**config.mk**
```make
export PLATFORM = sky130hd
export DESIGN_NAME = shade_arbiter
export DESIGN_NICKNAME = d
export VERILOG_FILES = /design/src/rtl/shade_pkg.sv /design/src/rtl/shade_rr_arb.sv /design/src/rtl/shade_arbiter.sv
export SDC_FILE = /design/constraint.sdc
export NUM_CORES = 1
export LEC_CHECK = 0
export CAP_MARGIN = 40
export CORE_MARGIN = 10
export CORE_UTILIZATION = 65
export DETAILED_ROUTE_END_ITERATION = 16
export DONT_BUFFER_PORTS = 1
export PLACE_DENSITY_LB_ADDON = 0.08
export SYNTH_ARGS = -nofsm -noshare
export SYNTH_HDL_FRONTEND = slang
export SYNTH_HIERARCHICAL = 1
export SYNTH_SLANG_ARGS = --single-unit
```
**constraint.sdc**
```tcl
create_clock -name clk -period 12.26 [get_ports clk]
set_clock_uncertainty 0.15 [all_clocks]
set_input_delay 1.226 -clock clk [delete_from_list [all_inputs] [get_ports clk]]
set_output_delay 1.226 -clock clk [all_outputs]
set_load 0.1 [all_outputs]
```
**src/rtl/shade_pkg.sv**
```systemverilog
// Shared types and the combinational Shading arithmetic (texel x Gouraud modulate, clamp)
// used by the shade arbiter and its round-robin grant unit.
package shade_pkg;

    localparam logic       SRC_A    = 1'b0;
    localparam logic       SRC_B    = 1'b1;
    localparam logic [8:0] GOUR_ONE = 9'd256;

    typedef enum logic {
        PTR_A = 1'b0,
        PTR_B = 1'b1
    } rr_ptr_t;

    // The tag travels beside this struct because its width is a module parameter
    typedef struct packed {
        logic [14:0] tex;
        logic        noTex;
        logic [26:0] gour;
    } shade_req_t;

    function automatic logic [7:0] shadeChannel(input logic [8:0] gour, input logic [4:0] tex,
                                                input logic noTex);
        logic [13:0] prod;
        logic [7:0]  res;
        prod = gour * tex;
        if (noTex) begin
            res = gour[7:0];
        end else if (prod[13:5] >= GOUR_ONE) begin
            res = 8'd255;
        end else begin
            res = prod[12:5];
        end
        return res;
    endfunction

    function automatic logic [23:0] shadePixel(input shade_req_t req);
        return {shadeChannel(req.gour[26:18], req.tex[14:10], req.noTex),
                shadeChannel(req.gour[17:9],  req.tex[9:5],   req.noTex),
                shadeChannel(req.gour[8:0],   req.tex[4:0],   req.noTex)};
    endfunction

endpackage

```
**src/rtl/shade_rr_arb.sv**
```systemverilog
// Two-way grant unit: round-robin (or fixed priority to A) with its pointer register.
// Grants are only issued while enable is high and never during a flush.
module shade_rr_arb
    import shade_pkg::*;
#(
    parameter bit PRIO_A = 1'b0
) (
    input  logic clk,
    input  logic rst,
    input  logic flush,
    input  logic enable,
    input  logic aValid,
    input  logic bValid,
    output logic grantA,
    output logic grantB
);

    rr_ptr_t ptr_r;
    rr_ptr_t ptrNext_s;
    logic    grantA_s;
    logic    grantB_s;

    // Grant decision and next pointer value
    always_comb begin
        grantA_s  = 1'b0;
        grantB_s  = 1'b0;
        ptrNext_s = ptr_r;
        if (flush) begin
            ptrNext_s = PTR_A;
        end else if (enable) begin
            case ({aValid, bValid})
                2'b10: begin
                    grantA_s  = 1'b1;
                    ptrNext_s = PTR_B;
                end
                2'b01: begin
                    grantB_s  = 1'b1;
                    ptrNext_s = PTR_A;
                end
                2'b11: begin
                    if (PRIO_A || (ptr_r == PTR_A)) begin
                        grantA_s  = 1'b1;
                        ptrNext_s = PTR_B;
                    end else begin
                        grantB_s  = 1'b1;
                        ptrNext_s = PTR_A;
                    end
                end
                default: begin
                    ptrNext_s = ptr_r;
                end
            endcase
        end else begin
            ptrNext_s = ptr_r;
        end
    end

    // Round-robin pointer register
    always_ff @(posedge clk or posedge rst) begin
        if (rst) begin
            ptr_r <= PTR_A;
        end else begin
            ptr_r <= ptrNext_s;
        end
    end

    assign grantA = grantA_s;
    assign grantB = grantB_s;

endmodule

```
**src/rtl/shade_arbiter.sv**
```systemverilog
// Shares one Shading datapath between the polygon rasterizer (A) and the rect/sprite
// walker (B) through a 2-stage valid/ready pipeline: S0 = arbitration register, S1 = output.
module shade_arbiter
    import shade_pkg::*;
#(
    parameter int TAGW   = 16,
    parameter bit PRIO_A = 1'b0
) (
    input  logic            clk,
    input  logic            i_rst,
    input  logic            i_flush,
    input  logic            i_a_valid,
    output logic            o_a_ready,
    input  logic [14:0]     i_a_tex,
    input  logic            i_a_noTex,
    input  logic [26:0]     i_a_gour,
    input  logic [TAGW-1:0] i_a_tag,
    input  logic            i_b_valid,
    output logic            o_b_ready,
    input  logic [14:0]     i_b_tex,
    input  logic            i_b_noTex,
    input  logic [26:0]     i_b_gour,
    input  logic [TAGW-1:0] i_b_tag,
    output logic            o_valid,
    input  logic            i_ready,
    output logic [23:0]     o_rgb,
    output logic            o_src,
    output logic [TAGW-1:0] o_tag
);

    logic            s0Valid_r;
    shade_req_t      s0Req_r;
    logic            s0Src_r;
    logic [TAGW-1:0] s0Tag_r;
    logic            s1Valid_r;
    logic [23:0]     s1Rgb_r;
    logic            s1Src_r;
    logic [TAGW-1:0] s1Tag_r;

    logic            s1Adv_s;
    logic            s0Adv_s;
    logic            arbEn_s;
    logic            grantA_s;
    logic            grantB_s;
    shade_req_t      reqSel_s;
    logic            srcSel_s;
    logic [TAGW-1:0] tagSel_s;
    logic [23:0]     shadedRgb_s;

    assign s1Adv_s = !s1Valid_r || i_ready;
    assign s0Adv_s = !s0Valid_r || s1Adv_s;
    // Keeping reset out of the enable holds both readies low while i_rst is high
    assign arbEn_s = s0Adv_s && !i_rst;

    shade_rr_arb #(
        .PRIO_A(PRIO_A)
    ) uArb (
        .clk   (clk),
        .rst   (i_rst),
        .flush (i_flush),
        .enable(arbEn_s),
        .aValid(i_a_valid),
        .bValid(i_b_valid),
        .grantA(grantA_s),
        .grantB(grantB_s)
    );

    assign o_a_ready = grantA_s;
    assign o_b_ready = grantB_s;

    // Mux the granted requester into the S0 load path
    always_comb begin
        reqSel_s = '{tex: i_a_tex, noTex: i_a_noTex, gour: i_a_gour};
        srcSel_s = SRC_A;
        tagSel_s = i_a_tag;
        if (grantB_s) begin
            reqSel_s = '{tex: i_b_tex, noTex: i_b_noTex, gour: i_b_gour};
            srcSel_s = SRC_B;
            tagSel_s = i_b_tag;
        end else begin
            srcSel_s = SRC_A;
        end
    end

    assign shadedRgb_s = shadePixel(s0Req_r);

    // S0 arbitration register
    always_ff @(posedge clk or posedge i_rst) begin
        if (i_rst) begin
            s0Valid_r <= 1'b0;
            s0Req_r   <= '0;
            s0Src_r   <= 1'b0;
            s0Tag_r   <= '0;
        end else if (i_flush) begin
            s0Valid_r <= 1'b0;
        end else if (s0Adv_s) begin
            s0Valid_r <= grantA_s || grantB_s;
            if (grantA_s || grantB_s) begin
                s0Req_r <= reqSel_s;
                s0Src_r <= srcSel_s;
                s0Tag_r <= tagSel_s;
            end
        end
    end

    // S1 output register, holds its contents while stalled
    always_ff @(posedge clk or posedge i_rst) begin
        if (i_rst) begin
            s1Valid_r <= 1'b0;
            s1Rgb_r   <= 24'd0;
            s1Src_r   <= 1'b0;
            s1Tag_r   <= '0;
        end else if (i_flush) begin
            s1Valid_r <= 1'b0;
        end else if (s1Adv_s) begin
            s1Valid_r <= s0Valid_r;
            if (s0Valid_r) begin
                s1Rgb_r <= shadedRgb_s;
                s1Src_r <= s0Src_r;
                s1Tag_r <= s0Tag_r;
            end
        end
    end

    assign o_valid = s1Valid_r;
    assign o_rgb   = s1Rgb_r;
    assign o_src   = s1Src_r;
    assign o_tag   = s1Tag_r;

endmodule

```
**Word level (Yosys, flattened, before mapping)**

Cells that the tools add are included.

- Register bits: 104
- Bits of input ports: 124
- Output and inout bits: 44
- Word-level logic and storage cells: 59

- Multipliers: 3
- Magnitude comparators: 3
- Equal/unequal tests: 3
- Multiplexer cells: 24
- Bitwise logic cells: 1
- Reductions and logical operators: 14

Operators with widths:

| cell | number |
|---|---|
| two-way mux 8 bit | 6 |
| two-way mux 43 bit | 1 |
| multiplier 9 x 5 -> 14 bit | 3 |
| >= comparator 9 bit, second input constant | 3 |
| two-way mux 16 bit | 1 |
| two-way mux 1 bit | 13 |
| AND reduction 3 bit | 2 |
| nonzero test 2 bit | 3 |
| equality test 2 bit, second input constant | 2 |
| case mux 1 bit (2 select lines) | 2 |
| nonzero test 4 bit | 1 |
| logical NOT 1 bit | 3 |
| logical OR 1 bit | 3 |
| case mux 1 bit (3 select lines) | 1 |
| equality test 2 x 1 -> 1 bit, second input constant | 1 |
| AND reduction 2 bit | 1 |
| logical AND 1 bit | 1 |
| NOT 1 bit | 1 |

**Depth between registers and ports, before layout**

Gate-level depths: netlist of the first run.

- Word-level depth: 9
- Gate-level depth with buffers: 15
- Gate-level depth less buffers: 14

**Hierarchy**

Netlist of the first run, hierarchy kept.

Modules (own cells, without submodules):

| module | instances | cells each | area an instance (µm²) | seq. area each (µm²) |
|---|---|---|---|---|
| shade_arbiter | 1 | 889 | 8475.6 | 2577.5 |
| shade_rr_arb | 1 | 10 | 83.8 | 25.0 |

**Worst setup path before layout of the first run**

Ideal clock, no wire load.

- Path type: input port to flip-flop
- Start point: in i_ready
- End point: reg s0Req_r[0] in the netlist's numbering
- Setup time: 137 ps
- Data arrival time: 4449 ps
- Required time: 11973 ps
- Slack: 7524 ps
- Stages on the path: 10
- Path buffers: 4
- Cell sequence: nor2b_1 -> a21oi_1 -> nand3b_1 -> a21oi_1 -> clkbuf_1 -> o21a_1 -> clkbuf_1 -> buf_2 -> buf_1 -> a21oi_1

- Cells in the longest elaborated chain, start to end: 7
- Elaborated cells between the ends (all ways): 10
- Classes of those cells: 5 x mux; 5 x reduce/logical

RTL lines:

| element | line | RTL |
|---|---|---|
| start: declaration | shade_arbiter.sv:25 | `input logic i_ready,` |
| logical OR 1 bit (*) | shade_arbiter.sv:50 | `assign s1Adv_s = !s1Valid_r \|\| i_ready;` |
| logical OR 1 bit (*) | shade_arbiter.sv:51 | `assign s0Adv_s = !s0Valid_r \|\| s1Adv_s;` |
| logical AND 1 bit (*) | shade_arbiter.sv:53 | `assign arbEn_s = s0Adv_s && !i_rst;` |
| via arbEn_s | shade_arbiter.sv:42 | `logic arbEn_s;` |
| two-way mux 1 bit (*) | shade_rr_arb.sv:30 | `end else if (enable) begin` |
| two-way mux 1 bit (*) | shade_rr_arb.sv:28 | `if (flush) begin` |
| via o_b_ready | shade_arbiter.sv:19 | `output logic o_b_ready,` |
| logical OR 1 bit | shade_arbiter.sv:98 | `if (grantA_s \|\| grantB_s) begin` |
| AND reduction 3 bit (no line) | n/a |  |
| end signal: assignment | shade_arbiter.sv:99 | `s0Req_r <= reqSel_s;` |
| end: declaration | shade_arbiter.sv:32 | `shade_req_t s0Req_r;` |

Mark *: on every way through the listed nets, which the timed path passes. The rest lies on a longest branch.
A chain may end at the register's enable or synchronous reset.

**Worst setup path after layout of the first run**

- Start point: reg s0Req_r[20] in the netlist's numbering
- End point: reg s1Rgb_r[19], in the netlist o_rgb[19]

- Cells in the longest elaborated chain, start to end: 4

RTL lines:

| element | line | RTL |
|---|---|---|
| multiplier 9 x 5 -> 14 bit (*) | shade_pkg.sv:25 | `prod = gour * tex;` |
| >= comparator 9 bit | shade_pkg.sv:28 | `end else if (prod[13:5] >= GOUR_ONE) begin` |
| two-way mux 8 bit (*) | shade_pkg.sv:28 |  |
| two-way mux 8 bit (*) | shade_pkg.sv:26 | `if (noTex) begin` |
| end signal: assignment | shade_arbiter.sv:118 | `s1Rgb_r <= shadedRgb_s;` |
| end: declaration | shade_arbiter.sv:36 | `logic [23:0] s1Rgb_r;` |

Every way passes the cells marked *; elsewhere a longest branch is shown, timed or not.

==> results.ini, run 1 <==
[timing]
max_freq_ghz = 0.222
hold_violations = 0
tightest_slew_ns = 0.748
drv_slew = 0
finalCriticalPeriod_ns = 4.51
setup_violations = 0
slew_headroom_pct = 50.2
rsz0062_at_grt = no
post-route-period-util_pct = 36.8
tns_ns = 0

[global_route]
grt_pass1_vias = 7140
grt_pass1_wl_um = 36100
grt_antenna_before_repair = 0
overflow = 0
grt_max_degree = 81
grt_use_total_pct = 24.5

[placed_design]
dp_hpwl_um = 16600
dp.cells = 1077
io_buffers = 0
globalplace.congestion = 0.912

[logic_synthesis]
synth_enable_flop_cells = 0
async_reset_ff_share_pct = 100
synth_cell_types = 57
synth_top_area_cell = dfrtp_1
synth_flop_cell = dfrtp_1
synthesis.area_mm2 = 0.00856
synth-seq-cells = 104
syn_nets = 1143
ys_warn_count = 6
synth.top_cells.by_area = dfrtp_1 (30%), fa_1 (14%), ha_1 (8.8%)
netlist_instances = 899
yosysSeqAreaShare_pct = 30.4
yosysTopAreaCellShare_pct = 30.4
avgSynthCellArea_um2 = 9.52

[setup_path]
path_cells = nand2_1, fa_1, fa_1, fa_1, inv_1, ha_1, a21oi_1, o32ai_4, a21oi_1, a21oi_1, a311oi_2, a21oi_1
cp_common_cell = a21oi_1
crit_type = reg2reg
arrival_ns = 4.56
crit_path_end_kind = flop
cp_slowest_cell = a311oi_2
startpoint_type = flop
required_ns = 12.31
max_stage_delay_ns = 0.68
cp_max_fo = 8

[flow_run]
drv_cap = 0

[clock_tree]
cts.repair.resized = 0
cts_sinks = 104
htree_levels = 3
hold_buffers = 0
clockBufferDepth = 2
cts_buffers = 9
path_clk_slew_ns = 0.08
root_buffer = clkbuf_16
tritoncts = done
clk_latency_ns = 0.36
post-cts-setup-buffer-count = 0

[finish]
syn2layout_area_growth_pct = 19.2
fin_cells = 1094
fin_util_pct = 79.9
antenna_cells = 0
drive_above_1_share_pct = 12.4
fin_nets = 1161
nFillCells = 794

[drt]
drt-wirelength-per-cell_um = 20.0
dr.pass1.iters = 5
drc_errors = 0
ant_nets = 0
drt-total-wl_um = 21900
drtIter0Drc = 374
vias = 6615
via_per_inst = 6.05

[floorplan]
dieWidth_um = 135
fp.coreArea_mm2 = 0.0128
die_y_um = 135
dieArea_mm2 = 0.0182
rows = 41
io_pins = 168
initial_utilization_pct = 67.0

[worst_hold_path]
hold_class = reg2reg

[run_status]
status = finished, final reports clean

-- layout make-up --
type | count | area, µm² | area share, %
clock inverters | 6 | 78.8 | 0.773
well taps | 172 | 215 | 2.11
multi-input cells | 671 | 5510 | 54.0
repair buffers | 49 | 1250 | 12.2
flip-flops and latches | 104 | 2600 | 25.5
inverters | 82 | 310 | 3.04
clock buffers | 10 | 239 | 2.34
-- placed cells by master, fill, tap and decap left out, types with 2 or more instances in the layout --
cell type,n
a211oi_1,3
a21oi_1,105
a21oi_2,9
a311oi_2,2
and2_1,72
and2_2,6
and3_1,5
buf_16,44
buf_4,5
clkbuf_16,9
dfrtp_1,104
fa_1,60
ha_1,60
inv_1,81
inv_6,3
inv_8,2
mux2_2,17
mux2i_1,60
nand2_1,63
nand2b_1,3
nand3_1,7
nand3b_1,27
nand4_1,5
nor2_1,70
nor2b_1,5
nor3_1,4
nor4_1,3
o21ai_0,27
o21bai_1,3
o32ai_4,2
or3_1,2
or4_1,2
xnor2_1,13
xor2_1,10
-- flip-flops by register name, summed over array words and instances (netlist names) --
name	flops
s0Req_r	43
o_rgb	24
o_tag	16
s0Tag_r	16
o_src	1
o_valid	1
s0Src_r	1
s0Valid_r	1
uArb/ptr_r	1
-- worst max-delay path: cells and delay by family (launching register included) --
family	cells	cell delay, ns
adder cells (fa/ha/maj)	4	1.81
AO/OA/AOI/OAI	6	1.71
flip-flops	1	0.50
AND/OR/NAND/NOR	1	0.13
buffers and inverters	1	0.04
-- Yosys cell counts, types with 3 or more instances --
| cell type | number |
|---|---|
| o21ai_0 | 27 |
| nand3b_1 | 27 |
| nand2_1 | 63 |
| xnor2_1 | 13 |
| and2_2 | 6 |
| dfrtp_1 | 104 |
| nor4_1 | 3 |
| nand4_1 | 5 |
| buf_1 | 6 |
| fa_1 | 60 |
| nor2b_1 | 5 |
| buf_2 | 3 |
| nand2b_1 | 3 |
| a211oi_1 | 3 |
| nor2_1 | 70 |
| a21oi_1 | 107 |
| clkbuf_1 | 31 |
| mux2i_1 | 60 |
| xor2_1 | 10 |
| nand3_1 | 7 |
| o21bai_1 | 3 |
| and2_1 | 72 |
| and3_1 | 5 |
| mux2_2 | 17 |
| ha_1 | 60 |
| a21oi_2 | 8 |
| nor3_1 | 4 |
| inv_1 | 82 |
-- per-layer routing --
| layer | global-route usage (%) | part of all wire [%] | up-vias |
|---|---|---|---|
| met4 | 6.05 | 1.7 | 0 |
| met3 | 7.46 | 7.4 | 32 |
| met5 | 0 | 0 | - |
| met2 | 43.5 | 52 | 219 |
| li1 | - | - | 3059 |
| met1 | 28.1 | 39 | 3305 |
-- path summary, 6_finish.rpt --
check | start | end | slack (ns) | depth (start not counted)
max reg2reg | s0Req_r[20]$_DFFE_PP0P_ | o_rgb[19]$_DFFE_PP0P_ | 7.75 | 12
max in group asynchronous | i_rst | o_rgb[19]$_DFFE_PP0P_ | 10.15 | 2
min | s0Tag_r[1]$_DFFE_PP0P_ | o_tag[1]$_DFFE_PP0P_ | 0.37 | 1
min reg2reg | s0Tag_r[1]$_DFFE_PP0P_ | o_tag[1]$_DFFE_PP0P_ | 0.37 | 1
max | s0Req_r[20]$_DFFE_PP0P_ | o_rgb[19]$_DFFE_PP0P_ | 7.75 | 12
min in group asynchronous | i_rst | uArb/ptr_r$_DFFE_PP0P_ | 0.43 | 1
-- per-stage QoR --
stage	cell area [µm²]	setup slack, ns	hold WS, ns
CTS	10200	7.74	0.368
finish	10200	7.75	0.366
global route	10200	7.50	0.385
floorplan	8560	7.52	0.310
global placement	8670	7.92	0.333
detailed placement	9860	7.74	0.350
-- cell families (layout without fill, tap and decap cells) --
group	Yosys count	count (layout)	share of synthesized area (%)
AND/OR/NAND/NOR	282	282	17.5
AO/OA/AOI/OAI	169	169	12.1
buffers and inverters	124	147	5.57
adder cells (fa/ha/maj)	120	120	22.8
flip-flops	104	104	30.4
multiplexers	77	77	9.25
XOR/XNOR	23	23	2.35
Power of run 1 is not shown: default switching activity piles up to over one toggle a cycle in this logic, so the estimate is an artifact.
==> inputs of run 2 (changes only) <==
==> constraint.sdc (replaced) <==
create_clock -name clk -period 4.39 [get_ports clk]
set_clock_uncertainty 0.15 [all_clocks]
set_input_delay 0.439 -clock clk [delete_from_list [all_inputs] [get_ports clk]]
set_output_delay 0.439 -clock clk [all_outputs]
set_load 0.1 [all_outputs]
==> results.ini, run 2 (synthesis results as in run 1) <==
[setup_path]
startpoint_type = flop
cp_slowest_cell = fa_1
cp_common_cell = fa_1
r2r-end = o_rgb[13]$_DFFE_PP0P_
reg2regPathDepth = 14  ; +2
crit_path_end_kind = flop
required_ns = 4.54  ; -7.77 ns
arrival_ns = 4.38  ; -0.18 ns
rr_startpoint = s0Req_r[35]$_DFFE_PP0P_
max_stage_delay_ns = 0.50  ; -0.18 ns
crit_type = reg2reg
cp_max_fo = 10  ; +2
path_cells = and2_1, fa_1, fa_1, inv_1, fa_1, inv_1, ha_1, nand2_1, o32ai_4, a2111oi_2, or4_1, nor3b_4, buf_12, a21oi_2
r2r_slack_ns = 0.16  ; -7.59 ns

[placed_design]
dp_hpwl_um = 17600  ; +5.9%
io_buffers = 0  ; unchanged
place_ws_ns = 0.122  ; -7.62 ns
globalplace.congestion = 0.922  ; +1.1%

[floorplan]
dieWidth_um = 135  ; unchanged
die_y_um = 135  ; unchanged
fp.coreArea_mm2 = 0.0128  ; unchanged
dieArea_mm2 = 0.0182  ; unchanged
initial_utilization_pct = 67.0  ; unchanged
rows = 41  ; unchanged
io_pins = 168  ; unchanged

[finish]
most-common-layout-cells = a21oi_1 (104), dfrtp_1 (98), inv_1 (81)
layout_commonest_cell = a21oi_1
nFillCells = 777  ; -2.1%
multi_input_area_mm2 = 0.00552  ; +0.27%
ff_latch_area_mm2 = 0.00261  ; +0.29%
drive_above_1_share_pct = 14.2  ; +1.8 points
largest_register_ffs = 43  ; unchanged
fin_nets = 1176  ; +1.3%
syn2layout_area_growth_pct = 20.4
antenna_cells = 0  ; unchanged
largest-register = s0Req_r

[drt]
drtIter0Drc = 502  ; +34%
drt-wirelength-per-cell_um = 20.9  ; +4.2%
dr.pass1.iters = 5  ; unchanged
vias = 6741  ; +1.9%
drc_errors = 0  ; unchanged
via_per_inst = 6.08  ; +0.53%
drt-total-wl_um = 23200  ; +5.6%
ant_nets = 0  ; unchanged

[timing]
max_freq_ghz = 0.236  ; +6.5%
tns_ns = 0  ; unchanged
setup_violations = 0  ; unchanged
post-route-period-util_pct = 96.4  ; +60 points
setup_slack_ns = 0.158  ; -7.59 ns
rsz0062_at_grt = yes
drv_slew = 0  ; unchanged
whs_ns = 0.0813  ; -0.285 ns
slew_headroom_pct = 49.2  ; -0.98 points
tightest_slew_ns = 0.762  ; +0.0146 ns
finalCriticalPeriod_ns = 4.23  ; -0.275 ns
hold_violations = 0  ; unchanged

[worst_hold_path]
whs_endpoint = uArb/ptr_r$_DFFE_PP0P_
worstHoldPathCells = 2  ; +1
min_from = i_a_valid
hold_class = in2reg

[clock_tree]
root_buffer = clkbuf_16
cts_buffers = 9  ; unchanged
path_clk_slew_ns = 0.08  ; about the same
htree_levels = 3  ; unchanged
clk_latency_ns = 0.37  ; about the same
tritoncts = done
cts_sinks = 104  ; unchanged
clockBufferDepth = 2  ; unchanged

[global_route]
grt_max_degree = 69  ; -15%
grt_pass1_vias = 7269  ; +1.8%
grt_antenna_before_repair = 0  ; unchanged
grt_pass1_wl_um = 37000  ; +2.3%
grt_use_total_pct = 25.6  ; +1.1 points
overflow = 0  ; unchanged

[flow_run]
drv_cap = 0  ; unchanged

[run_status]
status = finished, final reports clean

==> run 2: cell type report <==
| cell class | instances | share of cell area (%) |
|---|---|---|
| Tap cell | 172 | 2.09 |
| Timing Repair Buffer | 64 | 13.2 |
| Clock inverter | 6 | 0.559 |
| Clock buffer | 10 | 2.22 |
| Multi-Input combinational cell | 671 | 53.6 |
| Sequential cell | 104 | 25.3 |
| Inverter | 82 | 3.01 |
==> run 2: metal layers <==
layer  share of wire [%]  global-route usage, %
met3                 6.6                   6.64
met2                  52                   44.4
met5                   0                      0
met4                 3.3                   9.85
met1                  38                   29.5
==> run 2: worst max path at each step <==
| stage | end | slack, ns | cells past startpoint | from |
|---|---|---|---|---|
| finish | o_rgb[13]$_DFFE_PP0P_ | 0.16 | 14 | s0Req_r[35]$_DFFE_PP0P_ |
| global placement | o_rgb[0]$_DFFE_PP0P_ | 0.25 | 14 | s0Req_r[32]$_DFFE_PP0P_ |
| global route | o_rgb[13]$_DFFE_PP0P_ | -0.02 | 14 | s0Req_r[35]$_DFFE_PP0P_ |
| floorplan | s0Req_r[0]$_DFFE_PP0P_ | 0.10 | 9 | o_valid$_DFFE_PP0P_ |
| CTS | o_rgb[13]$_DFFE_PP0P_ | 0.11 | 13 | s0Req_r[35]$_DFFE_PP0P_ |
| detailed placement | o_rgb[13]$_DFFE_PP0P_ | 0.12 | 13 | s0Req_r[35]$_DFFE_PP0P_ |
==> run 2: timing repair <==
action                                 CTS  global route
setup endpoints to repair                0            15
endpoints found under the hold margin   64             0
buffers inserted                         0             1
hold buffers                             2             0
resized for setup                        0             8
==> run 2: stage by stage <==
| step | util, % | cells | area [µm²] |
|---|---|---|---|
| after floorplan | - | 899 | 8560 |
| after global placement | 68.8 | 1047 | 8780 |
| after detailed placement | 77.9 | 1090 | 9950 |
| after CTS | 80.3 | 1108 | 10300 |
| after global routing | 80.7 | 1109 | 10300 |
| final | 80.7 | 1109 | 10300 |
==> run 2: worst max-delay path, delay by kind of cell (launching register included) <==
kind / cells / cell delay (ns)
simple gates: 4 / 0.93
flops: 1 / 0.48
compound gates: 3 / 0.59
buf+inv: 3 / 0.26
fa+ha+maj: 4 / 1.76
Power of run 2 is left out for the same reason.
